File: src/rtl/divide_unit_if.sv
// divide_unit_if: request/result bundle between the control unit, register file ports and the divider.
// Request (master->slave): start, flush, op, rs1_data, rs2_data, rd_addr_in.
// Result  (slave->master): busy, done, rf_wr_en, rd_addr, wr_data.
interface divide_unit_if #(
    parameter int XLEN = 32
);
    logic            start;
    logic            flush;
    logic [1:0]      op;
    logic [XLEN-1:0] rs1_data;
    logic [XLEN-1:0] rs2_data;
    logic [4:0]      rd_addr_in;
    logic            busy;
    logic            done;
    logic            rf_wr_en;
    logic [4:0]      rd_addr;
    logic [XLEN-1:0] wr_data;

    modport master (
        output start, flush, op, rs1_data, rs2_data, rd_addr_in,
        input  busy, done, rf_wr_en, rd_addr, wr_data
    );

    modport slave (
        input  start, flush, op, rs1_data, rs2_data, rd_addr_in,
        output busy, done, rf_wr_en, rd_addr, wr_data
    );
endinterface

File: src/rtl/divide_unit.sv
// divide_unit: iterative restoring divider for RV32M DIV/DIVU/REM/REMU, one quotient bit per cycle.
// Ports: clk, res (sync active-high reset), bus (divide_unit_if.slave: start/flush/op/operands/rd in,
//        busy/done/rf_wr_en/rd_addr/wr_data out, all registered).
// Optional: define DIVIDE_UNIT_EARLY_OUT_EN to finish divide-by-zero and signed overflow in one cycle.
module divide_unit #(
    parameter int XLEN = 32
) (
    input  logic         clk,
    input  logic         res,
    divide_unit_if.slave bus
);
    typedef enum logic [1:0] {IDLE, CALC, DONE} state_e;

    localparam int CW = $clog2(XLEN + 1);

    state_e          state_q, state_d;
    logic [1:0]      op_q, op_d;
    logic [4:0]      rd_q, rd_d;
    logic [XLEN-1:0] a_q, a_d;
    logic [XLEN-1:0] div_q, div_d;
    logic [XLEN-1:0] rem_q, rem_d;
    logic [XLEN-1:0] quo_q, quo_d;
    logic [CW-1:0]   cnt_q, cnt_d;
    logic            qneg_q, qneg_d;
    logic            rneg_q, rneg_d;
    logic            dvz_q, dvz_d;
    logic            busy_q, busy_d;
    logic            done_q, done_d;
    logic            wr_en_q, wr_en_d;
    logic [4:0]      rd_out_q, rd_out_d;
    logic [XLEN-1:0] wr_data_q, wr_data_d;

    logic            a_neg, b_neg, dvz_in;
    logic [XLEN-1:0] a_mag, b_mag;
    logic [XLEN:0]   diff;
    logic            ge;
    logic [XLEN-1:0] rem_n, quo_n;
`ifdef DIVIDE_UNIT_EARLY_OUT_EN
    localparam logic [XLEN-1:0] MIN = {1'b1, {(XLEN-1){1'b0}}};
    logic            ovf_in;
`endif

    // Select quotient or remainder, restore the sign, and apply the divide-by-zero result.
    // Signed overflow needs no special case: |MIN| wraps to MIN and the signs cancel.
    function automatic logic [XLEN-1:0] fixup(
        input logic [1:0]      f_op,
        input logic [XLEN-1:0] f_rem,
        input logic [XLEN-1:0] f_quo,
        input logic [XLEN-1:0] f_a,
        input logic            f_qneg,
        input logic            f_rneg,
        input logic            f_dvz
    );
        logic [XLEN-1:0] v;
        v = f_op[1] ? f_rem : f_quo;
        v = (f_op[1] ? f_rneg : f_qneg) ? -v : v;
        return f_dvz ? (f_op[1] ? f_a : '1) : v;
    endfunction

    always_comb begin
        a_neg  = !bus.op[0] & bus.rs1_data[XLEN-1];
        b_neg  = !bus.op[0] & bus.rs2_data[XLEN-1];
        a_mag  = a_neg ? -bus.rs1_data : bus.rs1_data;
        b_mag  = b_neg ? -bus.rs2_data : bus.rs2_data;
        dvz_in = bus.rs2_data == '0;
`ifdef DIVIDE_UNIT_EARLY_OUT_EN
        ovf_in = a_neg && bus.rs1_data == MIN && bus.rs2_data == '1;
`endif
        // Shifted partial remainder is XLEN+1 bits; borrow out (diff[XLEN]) means it is below the divisor.
        diff  = {rem_q, quo_q[XLEN-1]} - {1'b0, div_q};
        ge    = !diff[XLEN];
        rem_n = ge ? diff[XLEN-1:0] : {rem_q[XLEN-2:0], quo_q[XLEN-1]};
        quo_n = {quo_q[XLEN-2:0], ge};
    end

    always_comb begin
        state_d   = state_q;
        op_d      = op_q;
        rd_d      = rd_q;
        a_d       = a_q;
        div_d     = div_q;
        rem_d     = rem_q;
        quo_d     = quo_q;
        cnt_d     = cnt_q;
        qneg_d    = qneg_q;
        rneg_d    = rneg_q;
        dvz_d     = dvz_q;
        done_d    = 1'b0;
        wr_en_d   = 1'b0;
        rd_out_d  = rd_out_q;
        wr_data_d = wr_data_q;
        case (state_q)
            IDLE: if (bus.start) begin
                op_d    = bus.op;
                rd_d    = bus.rd_addr_in;
                a_d     = bus.rs1_data;
                div_d   = b_mag;
                rem_d   = '0;
                quo_d   = a_mag;
                cnt_d   = CW'(XLEN);
                qneg_d  = a_neg ^ b_neg;
                rneg_d  = a_neg;
                dvz_d   = dvz_in;
                state_d = CALC;
`ifdef DIVIDE_UNIT_EARLY_OUT_EN
                if (dvz_in || ovf_in) begin
                    state_d   = DONE;
                    done_d    = 1'b1;
                    wr_en_d   = bus.rd_addr_in != 5'd0;
                    rd_out_d  = bus.rd_addr_in;
                    wr_data_d = fixup(bus.op, '0, a_mag, bus.rs1_data, a_neg ^ b_neg, a_neg, dvz_in);
                end
`endif
            end
            CALC: begin
                rem_d = rem_n;
                quo_d = quo_n;
                cnt_d = cnt_q - 1'b1;
                // The result is formed on the final iteration so done/wr_data are registered into DONE.
                if (cnt_q == CW'(1)) begin
                    state_d   = DONE;
                    done_d    = 1'b1;
                    wr_en_d   = rd_q != 5'd0;
                    rd_out_d  = rd_q;
                    wr_data_d = fixup(op_q, rem_n, quo_n, a_q, qneg_q, rneg_q, dvz_q);
                end
            end
            default: state_d = IDLE;
        endcase
        if (bus.flush && state_q != IDLE) begin
            state_d   = IDLE;
            done_d    = 1'b0;
            wr_en_d   = 1'b0;
            rd_out_d  = rd_out_q;
            wr_data_d = wr_data_q;
        end
        busy_d = state_d != IDLE;
    end

    always_ff @(posedge clk) begin
        if (res) begin
            state_q   <= IDLE;
            op_q      <= '0;
            rd_q      <= '0;
            a_q       <= '0;
            div_q     <= '0;
            rem_q     <= '0;
            quo_q     <= '0;
            cnt_q     <= '0;
            qneg_q    <= 1'b0;
            rneg_q    <= 1'b0;
            dvz_q     <= 1'b0;
            busy_q    <= 1'b0;
            done_q    <= 1'b0;
            wr_en_q   <= 1'b0;
            rd_out_q  <= '0;
            wr_data_q <= '0;
        end else begin
            state_q   <= state_d;
            op_q      <= op_d;
            rd_q      <= rd_d;
            a_q       <= a_d;
            div_q     <= div_d;
            rem_q     <= rem_d;
            quo_q     <= quo_d;
            cnt_q     <= cnt_d;
            qneg_q    <= qneg_d;
            rneg_q    <= rneg_d;
            dvz_q     <= dvz_d;
            busy_q    <= busy_d;
            done_q    <= done_d;
            wr_en_q   <= wr_en_d;
            rd_out_q  <= rd_out_d;
            wr_data_q <= wr_data_d;
        end
    end

    assign bus.busy     = busy_q;
    assign bus.done     = done_q;
    assign bus.rf_wr_en = wr_en_q;
    assign bus.rd_addr  = rd_out_q;
    assign bus.wr_data  = wr_data_q;
endmodule

File: src/flat_wrapper.sv
// flat-port wrapper written by rule: the top's interface ports become plain ports
module divide_unit_flat 
#(
    parameter int XLEN = 32
)
  (clk, res, bus_start, bus_flush, bus_op, bus_rs1_data, bus_rs2_data, bus_rd_addr_in, bus_busy, bus_done, bus_rf_wr_en, bus_rd_addr, bus_wr_data);
  divide_unit_if #(.XLEN(XLEN)) bus_i ();
  input  logic clk;
  input  logic res;
  input wire logic [$bits(bus_i.start)-1:0] bus_start;
  input wire logic [$bits(bus_i.flush)-1:0] bus_flush;
  input wire logic [$bits(bus_i.op)-1:0] bus_op;
  input wire logic [$bits(bus_i.rs1_data)-1:0] bus_rs1_data;
  input wire logic [$bits(bus_i.rs2_data)-1:0] bus_rs2_data;
  input wire logic [$bits(bus_i.rd_addr_in)-1:0] bus_rd_addr_in;
  output wire logic [$bits(bus_i.busy)-1:0] bus_busy;
  output wire logic [$bits(bus_i.done)-1:0] bus_done;
  output wire logic [$bits(bus_i.rf_wr_en)-1:0] bus_rf_wr_en;
  output wire logic [$bits(bus_i.rd_addr)-1:0] bus_rd_addr;
  output wire logic [$bits(bus_i.wr_data)-1:0] bus_wr_data;
  assign bus_i.start = bus_start;
  assign bus_i.flush = bus_flush;
  assign bus_i.op = bus_op;
  assign bus_i.rs1_data = bus_rs1_data;
  assign bus_i.rs2_data = bus_rs2_data;
  assign bus_i.rd_addr_in = bus_rd_addr_in;
  assign bus_busy = bus_i.busy;
  assign bus_done = bus_i.done;
  assign bus_rf_wr_en = bus_i.rf_wr_en;
  assign bus_rd_addr = bus_i.rd_addr;
  assign bus_wr_data = bus_i.wr_data;
  divide_unit #(.XLEN(XLEN)) u_core (.clk(clk), .res(res), .bus(bus_i));
endmodule
File: config.mk
export PLATFORM = sky130hd
export DESIGN_NAME = divide_unit_flat
export DESIGN_NICKNAME = d
export VERILOG_FILES = /design/src/rtl/divide_unit_if.sv /design/src/rtl/divide_unit.sv /design/src/flat_wrapper.sv
export SDC_FILE = /design/constraint.sdc
export NUM_CORES = 1
export LEC_CHECK = 0
export CAP_MARGIN = 10
export CORE_MARGIN = 1
export CORE_UTILIZATION = 30
export CTS_CLUSTER_DIAMETER = 30
export CTS_CLUSTER_SIZE = 28
export DETAILED_ROUTE_END_ITERATION = 10
export SYNTH_ARGS = -nofsm -noshare
export SYNTH_HDL_FRONTEND = slang
export SYNTH_SLANG_ARGS = --single-unit
export TNS_END_PERCENT = 10
File: constraint.sdc
create_clock -name clk -period 9.15 [get_ports clk]
set_input_delay 1.3725 -clock clk [delete_from_list [all_inputs] [get_ports clk]]
set_output_delay 1.3725 -clock clk [all_outputs]
set_load 0.01 [all_outputs]
==> impl_summary.log <==
[metrics] initial detailed-routing violation count: roughly 1100
[metrics] slowest stage cell on the critical path: nor3_2
[metrics] initial antenna violation count: 0
[metrics] starting density of the core: 30.5%
[metrics] post-CTS resize count: 0
[metrics] count of yosys warnings during synthesis: 0
[metrics] vias per cell: about 5.6
[metrics] Layout Cells excl Fill: approximately 2200
[metrics] Final nets: 1774
[metrics] Post-Synthesis Mean Instance Area: 7.52 µm²
[metrics] slew of the pin with the lowest slew margin: about 1.1 ns
[metrics] worst slew margin relative to its limit: 26.5%
[metrics] setup repair after global routing missed its margin: false
[metrics] main combinational cell family by area after synthesis: compound AO/OA/AOI/OAI gates
[metrics] skew final: 0.0162 ns
[metrics] CP startpoint kind: flip-flop
[metrics] synthesized-area fraction occupied by ao, oa, aoi and oai cells: 28.2%
[metrics] hold bufs inserted after CTS: 0
[metrics] Inserted Clock Buffers: 17
[metrics] post-layout utilization of the core: 35.8%
[metrics] Post-Synth Adder-Cell Area: 3.98%
[metrics] worst-case hold slack: 0.437 ns
[metrics] Async S/R FF share, synth: 0%
[metrics] placeable core area: 39800 µm²
[metrics] worst slack at placement: 3.67 ns
[metrics] area delta synth->final: 17.5%
[metrics] final hold viol count: 0
[metrics] number of global-route vias before repair: 11800
[metrics] number of buffers added on ports: approximately 110
[metrics] share of cells above drive strength 1: 6.33%
[metrics] Synth cell types: 94
[metrics] routed wire length: 41.1 mm
[metrics] Post-Synth XOR/XNOR Area: 7.86%
[metrics] total overflow reported by the global router: 0
[metrics] Clock Root Buffer: clkbuf_16
[metrics] maximum clock path buffer count: 2
[metrics] number of detailed-routing iterations run before antenna repair: 7
[metrics] number of nets with antenna violations after routing: 0
[metrics] number of endpoints failing setup at the final stage: 0
[metrics] dominant register cell in the synthesized netlist: dfxtp_1
[metrics] basic-gate share of the synthesized area counting and, or, nand and nor cells: 22.4%
[metrics] flop and latch count out of synthesis: 185
[metrics] Tightest Hold Check Type: flip-flop to flip-flop
[metrics] clock slew at reported path FFs: 0.07 ns
[metrics] Worst Path Arrival: between 5 and 6 ns
[metrics] clock tree from TritonCTS: yes
[metrics] Post-CTS Setup Inserts: 0
[metrics] total vias in the final route: about 12000
[metrics] Ports: approximately 120
[metrics] post-synthesis cell count: 1614
[metrics] y dimension of the die: 203 µm
[metrics] share of the yosys chip area belonging to registers: 30.5%
[metrics] area of the die: 41300 µm²
[metrics] final setup TNS: 0 ns
[metrics] RD Place Congestion: approximately 0.9
[metrics] Ant. Diodes: 0
[metrics] maximum operating frequency: about 0.18 GHz
[metrics] pin count of the biggest net entering global routing: between 70 and 80
[metrics] critical path required time: 9.52 ns
[metrics] Cell Count Post-Placement: ~2200
[metrics] critical path endpoint category: flip-flop
[metrics] portion of the clock cycle consumed by the worst path in the final layout: 61.0%
[metrics] result of the run: completed
[metrics] Final Max Tran Viols: 0
[metrics] floorplan row count: 73
[metrics] clock sink total: 185
[metrics] Die Wd: 203 µm
[metrics] nets in the synthesized netlist: 1727
[metrics] Slowest Stage Delay on Critical Path: 0.68 ns
[metrics] number of levels the H-tree was split into: 4
[metrics] residual DRC count: 0
[metrics] final worst path period need: 5.58 ns
[metrics] count of flip-flops with a built-in enable after synthesis: 0
[metrics] synthesized area: 12100 µm²
[metrics] PD cells: 174 nW/µm²
[metrics] clock network latency to the later pin of the worst-skew pair: between 0.4 and 0.5 ns
[metrics] static leakage: between 5 and 6 nW
[metrics] type of the setup path with the least slack: flip-flop to flip-flop
[metrics] Routed wire per std cell: between 15 and 20 µm
[metrics] Worst Slack Setup Final: 3.57 ns
[metrics] Critical Path, Cell by Cell: inv_1 > ha_1 > inv_1 > fa_1 > a211oi_2 > o21ai_4 > a2111oi_4 > nor4_2 > nor3_2 > nor2_2 > mux2i_1 > a21o_1 > ha_1 > nand3b_1 > nor3_1 > a41oi_1 > mux2_2 > nor4_4 > nand2_2 > o31ai_2 > xnor2_1 > a221oi_2
[metrics] mux cell area share after synthesis: 2.12%
[metrics] total routing resource utilization after global routing: between 10% and 20%
[metrics] CP Max Fanout: 12
[metrics] maximum VDD drop: 0.000145 V
[metrics] count of maximum capacitance violations: 0
[metrics] detailed placement HPWL: 30.5 mm
[metrics] global-route wire length before repair: 64.8 mm
[final timing paths]
path                          from                endpoint  slack [ns]  cells past startpoint
max               u_core.quo_q[31]  u_core.bus.wr_data[30]        3.57                     22
min          u_core.bus.wr_data[8]   u_core.bus.wr_data[8]        0.44                      2
max reg2reg       u_core.quo_q[31]  u_core.bus.wr_data[30]        3.57                     22
min reg2reg  u_core.bus.wr_data[8]   u_core.bus.wr_data[8]        0.44                      2
[critical path: cells and delay by family, from the launching register on]
family	cells	cell delay (ns)
and+or+nand+nor	7	1.88
adders and majority gates	3	0.81
muxes	2	0.58
AOI/OAI and AO/OA	7	1.60
DFF	1	0.37
buffers and inverters	2	0.13
xor gates and xnor gates	1	0.11
[state kept, by name, indices dropped and copies added, names as in the netlist]
name	count
u_core.div_q	32
u_core.rneg_q	1
u_core.rem_q	32
u_core.bus.rd_addr	5
u_core.a_q	32
u_core.bus.wr_data	32
u_core.op_q	1
u_core.quo_q	32
u_core.state_q	2
u_core.rd_q	5
u_core.bus.done	1
u_core.bus.rf_wr_en	1
u_core.bus.busy	1
u_core.cnt_q	6
u_core.qneg_q	1
u_core.dvz_q	1
[area by class of cell]
cell class                      count  area, µm²
Clock buffer                       20        467
Clock inverter                     12        133
Fill cell                        4214      25600
Inverter                           50        188
Multi-Input combinational cell   1276       7860
Sequential cell                   185       3700
Tap cell                          525        657
Timing Repair Buffer              131       1270
[cell usage in the layout, fill, tap and decap left out, drive strengths merged, types with 6 or more instances in the layout]
master         instances
a211oi                41
and2                   8
o221ai                21
mux2                   9
o31ai                 19
nand2b                 9
a31oi                 32
mux2i                 14
o211ai                10
clkdlybuf4s50        113
dfxtp                185
a21o                  19
inv                   54
o21a                  10
nand4                  9
nor2b                  9
or4                    7
a21oi                169
a221oi                 9
a222oi                30
o21ai                 80
or3                   20
nand2                229
nor4                  19
buf                   18
clkbuf                20
ha                    37
clkinv                 6
nor3                  35
nand3                 22
xnor2                 55
xor2                  54
nor2                 211
a22oi                 10
a311oi                 9
[cell families (layout without fill, tap and decap cells)]
| family | after synthesis | after routing |
|---|---|---|
| compound gates | 502 | 502 |
| flops | 185 | 185 |
| fa+ha+maj | 38 | 38 |
| buf+inv | 153 | 213 |
| xor+xnor | 109 | 109 |
| mux | 23 | 23 |
| simple gates | 604 | 604 |
[cells in the mapped netlist, types with 20 or more instances]
library cell | n | share of area (%)
nand2_1 | 227 | 7.0
xor2_1 | 54 | 3.9
inv_1 | 49 | 1.5
dfxtp_1 | 185 | 30
clkbuf_1 | 85 | 2.6
xnor2_1 | 55 | 4.0
nand3_1 | 20 | 0.82
ha_1 | 37 | 3.8
a31oi_1 | 31 | 1.6
o221ai_1 | 20 | 1.4
or3_1 | 20 | 1.0
a222oi_1 | 30 | 2.5
nor3_1 | 34 | 1.4
a211oi_1 | 39 | 2.4
a21oi_1 | 167 | 6.9
nor2_1 | 210 | 6.5
o21ai_0 | 76 | 3.1
[routing by layer]
metal	vias up	wire length, µm	track usage (%)
li1	5922	-	-
met1	5900	17400	24.7
met2	348	20800	34.8
met3	70	1740	2.19
met4	0	1170	7.65
met5	-	0	0
[metrics by stage]
step | cell area, µm² | power, mW
floorplan | 12100 | 1.49
global placement | 13700 | 1.73
detailed placement | 13700 | 1.73
CTS | 14300 | 2.50
global route | 14300 | 2.62
finish | 14300 | 2.49
[power by group]
| group | total, mW | switching [mW] | internal (mW) |
|---|---|---|---|
| sequential | 0.898 | 0.0456 | 0.852 |
| clock | 0.763 | 0.357 | 0.407 |
| combinational | 0.826 | 0.524 | 0.302 |
| total | 2.49 | 0.926 | 1.56 |
Note: power is estimated with default switching activity, not from simulation.
